**src/rtl/corescore_emitter_uart.sv**
```systemverilog
// corescore_emitter_uart: 8N1 UART transmitter.
// Accepts a byte on i_valid && o_ready. It sends a start bit, eight data bits
// LSB first and a stop bit, each held for DIV = clk_freq_hz / baud_rate cycles.
// If i_valid is high on the edge that ends the stop bit, the next frame is
// chained onto that edge, so back-to-back frames leave no idle gap on the line.
module corescore_emitter_uart #(
   parameter int clk_freq_hz = 50000000,
   parameter int baud_rate   = 115200
) (
   input  logic       i_clk,
   input  logic       i_rst_n,
   input  logic [7:0] i_data,
   input  logic       i_valid,
   output logic       o_ready,
   output logic       o_uart_tx
);

   localparam int DIV = clk_freq_hz / baud_rate;
   localparam int CW  = (DIV > 1) ? $clog2(DIV) : 1;
   localparam logic [CW-1:0] BAUD_LAST = CW'(DIV - 1);
   localparam logic [3:0]    BIT_DATA_LAST = 4'd8;
   localparam logic [3:0]    BIT_STOP      = 4'd9;

   // A bit period below two cycles cannot be counted; stop elaboration.
   if (DIV < 2) begin : g_div_check
      $error("corescore_emitter_uart: clk_freq_hz/baud_rate must be >= 2");
   end

   typedef enum logic [0:0] {
      ST_IDLE  = 1'b0,
      ST_SHIFT = 1'b1
   } state_t;

   state_t          state_q, state_d;
   logic [7:0]      shreg_q, shreg_d;
   logic [3:0]      bit_q, bit_d;
   logic [CW-1:0]   baud_q, baud_d;
   logic            tx_q, tx_d;
   logic            ready_q, ready_d;

   logic            bit_end_s;

   assign bit_end_s = (baud_q == BAUD_LAST);
   assign o_ready   = ready_q;
   assign o_uart_tx = tx_q;

   // Next-state logic: accept, count bit periods, shift out data, chain frames.
   always_comb begin
      state_d = state_q;
      shreg_d = shreg_q;
      bit_d   = bit_q;
      baud_d  = baud_q;
      tx_d    = tx_q;
      ready_d = ready_q;

      case (state_q)
         ST_IDLE: begin
            tx_d    = 1'b1;
            ready_d = 1'b1;
            bit_d   = 4'd0;
            baud_d  = '0;
            if (i_valid) begin
               state_d = ST_SHIFT;
               shreg_d = i_data;
               tx_d    = 1'b0;
               ready_d = 1'b0;
            end else begin
               state_d = ST_IDLE;
            end
         end
         ST_SHIFT: begin
            if (bit_end_s) begin
               baud_d = '0;
               if (bit_q == BIT_STOP) begin
                  // Stop bit complete: either chain the next frame or go idle.
                  bit_d = 4'd0;
                  if (i_valid) begin
                     state_d = ST_SHIFT;
                     shreg_d = i_data;
                     tx_d    = 1'b0;
                     ready_d = 1'b0;
                  end else begin
                     state_d = ST_IDLE;
                     tx_d    = 1'b1;
                     ready_d = 1'b1;
                  end
               end else if (bit_q == BIT_DATA_LAST) begin
                  bit_d = bit_q + 4'd1;
                  tx_d  = 1'b1;
               end else begin
                  bit_d   = bit_q + 4'd1;
                  tx_d    = shreg_q[0];
                  shreg_d = {1'b0, shreg_q[7:1]};
               end
            end else begin
               baud_d = baud_q + {{(CW-1){1'b0}}, 1'b1};
            end
         end
         default: begin
            state_d = ST_IDLE;
            shreg_d = 8'h00;
            bit_d   = 4'd0;
            baud_d  = '0;
            tx_d    = 1'b1;
            ready_d = 1'b1;
         end
      endcase
   end

   // State and output registers; reset forces an idle-high line at once.
   always_ff @(posedge i_clk or negedge i_rst_n) begin
      if (!i_rst_n) begin
         state_q <= ST_IDLE;
         shreg_q <= 8'h00;
         bit_q   <= 4'd0;
         baud_q  <= '0;
         tx_q    <= 1'b1;
         ready_q <= 1'b1;
      end else begin
         state_q <= state_d;
         shreg_q <= shreg_d;
         bit_q   <= bit_d;
         baud_q  <= baud_d;
         tx_q    <= tx_d;
         ready_q <= ready_d;
      end
   end

endmodule

```
**config.mk**
```make
export PLATFORM = sky130hd
export DESIGN_NAME = corescore_emitter_uart
export DESIGN_NICKNAME = d
export VERILOG_FILES = /design/src/rtl/corescore_emitter_uart.sv
export SDC_FILE = /design/constraint.sdc
export NUM_CORES = 1
export LEC_CHECK = 0
export CAP_MARGIN = 10
export CORE_ASPECT_RATIO = 1.25
export CORE_MARGIN = 2
export CORE_UTILIZATION = 49
export CTS_BUF_LIST = sky130_fd_sc_hd__clkbuf_16
export DETAILED_ROUTE_END_ITERATION = 16
export PLACE_DENSITY = 0.83
export SLEW_MARGIN = 5
export SYNTH_ARGS = -nofsm -noshare
export SYNTH_HDL_FRONTEND = slang
export SYNTH_SLANG_ARGS = --single-unit
export TNS_END_PERCENT = 20
```
**constraint.sdc**
```tcl
create_clock -name i_clk -period 1.51 [get_ports i_clk]
set_input_delay 0.302 -clock i_clk [delete_from_list [all_inputs] [get_ports i_clk]]
set_output_delay 0.302 -clock i_clk [all_outputs]
set_load 0.1 [all_outputs]
```
[Yosys cells after proc, flatten, opt, wreduce, memory -nomap -nowiden]
Index checks and enable logic that the tools add are counted.
Storage, ports and cells
  logic and storage cells: 39
  bits of input ports: 11
  register bits: 24
Operators by class
  bitwise operators: 1
  equality and inequality tests: 6
  $add $sub $neg: 2
  muxes and demuxes: 22
  reductions and logical operators: 2
Operators with widths (count)
  8-bit two-way mux: 4
  9-bit case mux with 2 select lines: 1
  8-bit case mux with 2 select lines: 1
  9-bit by 1-bit adder with 9-bit output, second input constant: 1
  9-bit == test, second input constant: 1
  1-bit two-way mux: 9
  9-bit two-way mux: 1
  4-bit == test, second input constant: 2
  4-bit two-way mux: 2
  4-bit case mux with 2 select lines: 1
  1-bit case mux with 2 select lines: 3
  4-bit by 1-bit adder with 4-bit output, second input constant: 1
  2-bit by 1-bit inequality test with 1-bit output, second input constant: 2
  2-bit AND reduction: 2
  3-bit inequality test, second input constant: 1
  1-bit NOT: 1

[Longest topological paths before layout]
  depth in word-level cells: 5
  gate-level depth with buffers: 7
  depth with buffers taken out: 6

[Least setup slack after synthesis]
OpenSTA, ideal clock, no wires.
  kind: register -> register
  start: reg bit_q[0]
  end: reg shreg_q[6]
  cell stages (with the launch flop): 6
  data required time: 1.384 ns
  buffers on the path: 1
  path slack: -0.090 ns
  arrival: 1.474 ns
  path through: dfrtp_1 -> nor4b_4 -> o31ai_4 -> nor2b_1 -> buf_4 -> o2bb2a_1
Between the ends
  cells in the longest elaborated chain, start to end: 4
RTL lines
  start, declared: RTL line 36  | logic [3:0] bit_q, bit_d;
  start signal, assigned: RTL line 122  | bit_q <= bit_d;
  4-bit == test: RTL line 74  | if (bit_q == BIT_STOP) begin
  8-bit two-way mux: RTL line 74
  8-bit two-way mux: RTL line 72  | if (bit_end_s) begin
  8-bit case mux with 2 select lines: RTL line 56  | case (state_q)
  end signal, assigned: RTL line 121  | shreg_q <= shreg_d;
  end, declared: RTL line 35  | logic [7:0] shreg_q, shreg_d;
Parallel ways exist; a longest one is shown, timed or not. The select of a mux whose other input is x is not followed.
A chain may end at the register's enable or synchronous reset.

[Worst setup path in the final report]
  start: reg bit_q[1]
  end: reg shreg_q[6]
The elaborated chain is that of the path after synthesis.

==> impl_metrics.json <==
{
  "grt-ovfl-total": 0,
  "hp-class": "input pin to asynchronous set/reset pin",
  "multi_input_area_um2": 599,
  "grt_pass1_vias": 1046,
  "endpoint": "shreg_q[6]",
  "violations": "negative setup slack",
  "tightestPinTransition_ns": 0.361,
  "grt_pass1_wl_mm": 4.25,
  "final-hold-violation-count": 0,
  "synth_top_family_by_area": "simple AND/OR/NAND/NOR gates",
  "worstPathArrival_ns": 1.79,
  "cts_made_buffers": 3,
  "r2r_cells": 5,
  "antenna_found_initial": 0,
  "fp.dieArea_um2": 2830,
  "synth_compound_area_frac": 0.173,
  "power_density_nw_per_um2": 765,
  "crit_fanout": 7,
  "die_w_um": 48.0,
  "avgSynthCellArea_um2": 10.9,
  "area_growth_syn_to_layout_pct": 37.7,
  "required_ns": 1.65,
  "synthXorXnorAreaFrac": 0.0517,
  "yosys.area.top_type": "dfrtp_1",
  "leakage_uw": 0.000711,
  "cts_max_level": 1,
  "syn-num-nets": 122,
  "drt_first_pass_iters": 4,
  "hpwl_mm": 1.90,
  "n_antenna_cell": 0,
  "power.total_uw": 1250,
  "drv_slew": 0,
  "stdcell_count": 173,
  "ioPinCount": 13,
  "synthSimpleGateAreaFrac": 0.219,
  "crit_type": "flip-flop to flip-flop",
  "ctsLongestPathBuffers": 2,
  "grt.total_usage": 0.216,
  "syn_area_um2": 1190,
  "synthCells": 109,
  "synth-seq-cells": 24,
  "synthTopCellsByArea": "dfrtp_1 (46%), dfstp_2 (4.4%), a2bb2oi_1 (4.4%)",
  "clk_pin_slew_worst_paths_ns": 0.06,
  "cts_tree": "done",
  "ys_async_sr_fraction": 1.00,
  "synth_top_area_share": 0.464,
  "post-route-period-util": 1.10,
  "min_period_ns": 1.65,
  "fin_nets": 157,
  "clock.fmax_mhz": 604,
  "routedWlPerCell_um": 15.6,
  "floorplan.initialDensity": 0.525,
  "core_um2": 2260,
  "n_fill_cell": 148,
  "ir_drop_mv": 0.621,
  "setup_viol": 9,
  "cp-end-kind": "flip-flop",
  "final-seq-area_um2": 603,
  "start_kind": "flip-flop",
  "synth_mux_area_frac": 0,
  "fin_tns_setup_ns": -0.768,
  "ys_warn_count": 0,
  "setup_slack_ns": -0.145,
  "synth-edff-count": 0,
  "slowest_stage": "dfrtp_1",
  "reg2reg_slack_ns": -0.14,
  "drive_gt1_frac": 0.296,
  "postRouteAntennaNets": 0,
  "drt_iter0_drc": 10,
  "dp_cells": 169,
  "relSlewSlack": 0.759,
  "synth_common_cells": "dfrtp_1 (22), nor2_1 (10), o22ai_1 (8)",
  "startpoint": "bit_q[1]",
  "slowest_delay_ns": 0.42,
  "place_congestion": 0.808,
  "whs_ns": 0.411,
  "vias": 973,
  "reg2reg_to": "shreg_q[6]",
  "pre_cts_ws_ns": -0.191,
  "cts.sinks": 24,
  "worstPathCellList": "nand4bb_1, a21oi_2, nor2b_4, buf_6, o2bb2a_1",
  "drcViolationCount": 0,
  "critPathTopFamily": "compound AO/OA/AOI/OAI gates",
  "grt_max_degree": 25,
  "die_h_um": 59.0,
  "synth.most_common_cell": "dfrtp_1",
  "ys.flop_type": "dfrtp_1",
  "io_buffers": 12,
  "routed_wl_mm": 2.69,
  "num_rows": 19,
  "rsz0062_at_grt": "yes",
  "ys_seq_area_frac": 0.508,
  "clk_latency_ns": 0.26,
  "synth-adder-area-share": 0.0211,
  "cts_root_buffer": "clkbuf_16",
  "critical_path_depth": 5,
  "critPathBufInv": 1,
  "skew_ns": 0.00263,
  "r2r_start": "bit_q[1]",
  "via_per_inst": 5.62,
  "cap_violations": 0,
  "outcome": "finished, violations left",
  "synthDistinctLibCells": 33
}
-- flip-flops by register name (all words and copies together) (netlist names) --
| register | cells |
|---|---|
| o_ready | 1 |
| shreg_q | 8 |
| state_q | 1 |
| baud_q | 9 |
| bit_q | 4 |
| o_uart_tx | 1 |
-- final cells by class --
cell class | count | share of cell area
multi-input combinational | 78 | 0.367
sequential | 24 | 0.369
clock buffer | 3 | 0.0460
tap | 31 | 0.0238
inverter | 4 | 0.00920
timing repair buffer | 33 | 0.185
-- stage by stage --
| stage | util | instance area [um^2] |
|---|---|---|
| 2_1_floorplan | - | 1190 |
| 3_3_place_gp | 0.664 | 1500 |
| 3_5_place_dp | 0.664 | 1500 |
| 5_1_grt | 0.723 | 1630 |
| 4_1_cts | 0.712 | 1610 |
| 6_report | 0.723 | 1630 |
-- cells in the final DEF, fill, tap and decap left out, drive strengths merged, types with 2 or more instances in the layout --
master         synthesis  routed
nor3                   2       2
clkbuf                 1       3
nand3                  7       7
nand2                  7       7
xor2                   4       4
or3                    3       3
xnor2                  3       3
a2bb2oi                6       6
inv                    4       4
clkdlybuf4s50          0      10
nor2                  10      10
o21ai                  5       5
buf                    2      23
o31ai                  2       2
dfrtp                 22      22
dfstp                  2       2
nand4bb                2       2
ha                     2       2
nor2b                  3       3
o22ai                  8       8
a21oi                  4       4
-- report_power, final --
part           switching [uW]  internal [uW]
Combinational            18.1           27.2
Clock                     210            350
Sequential                  0            643
Total                     228           1020
-- worst min path at each step --
| stage | from | to | cells past startpoint | slack [ns] |
|---|---|---|---|---|
| 6_report | i_rst_n | shreg_q[6] | 2 | 0.41 |
| 5_1_grt | i_rst_n | shreg_q[5] | 2 | 0.47 |
| 4_1_cts | i_rst_n | shreg_q[5] | 2 | 0.42 |
| 3_5_place_dp | shreg_q[6] | shreg_q[6] | 1 | 0.51 |
| 3_3_place_gp | shreg_q[6] | shreg_q[6] | 1 | 0.48 |
| 2_1_floorplan | i_rst_n | baud_q[0] | 0 | 0.006 |
-- logic make-up (layout without fill, tap and decap cells) --
logic type,count (synthesis),count (layout)
flops,24,24
compound gates,28,28
buf+inv,7,40
simple gates,41,41
xor+xnor,7,7
fa+ha+maj,2,2
-- metal layers --
| layer | up-vias | global-route usage | wire length [um] |
|---|---|---|---|
| met4 | 0 | 0.131 | 87 |
| met1 | 481 | 0.216 | 1060 |
| met5 | - | 0 | 0 |
| li1 | 468 | - | - |
| met3 | 8 | 0.0244 | 69 |
| met2 | 16 | 0.396 | 1480 |
-- timing repair --
action	CTS	global route
pin swaps	2	2
setup endpoints to repair	11	21
buffers inserted	1	0
resized for setup	7	6
hold buffers	0	0
(Power assumes the default switching activity.)
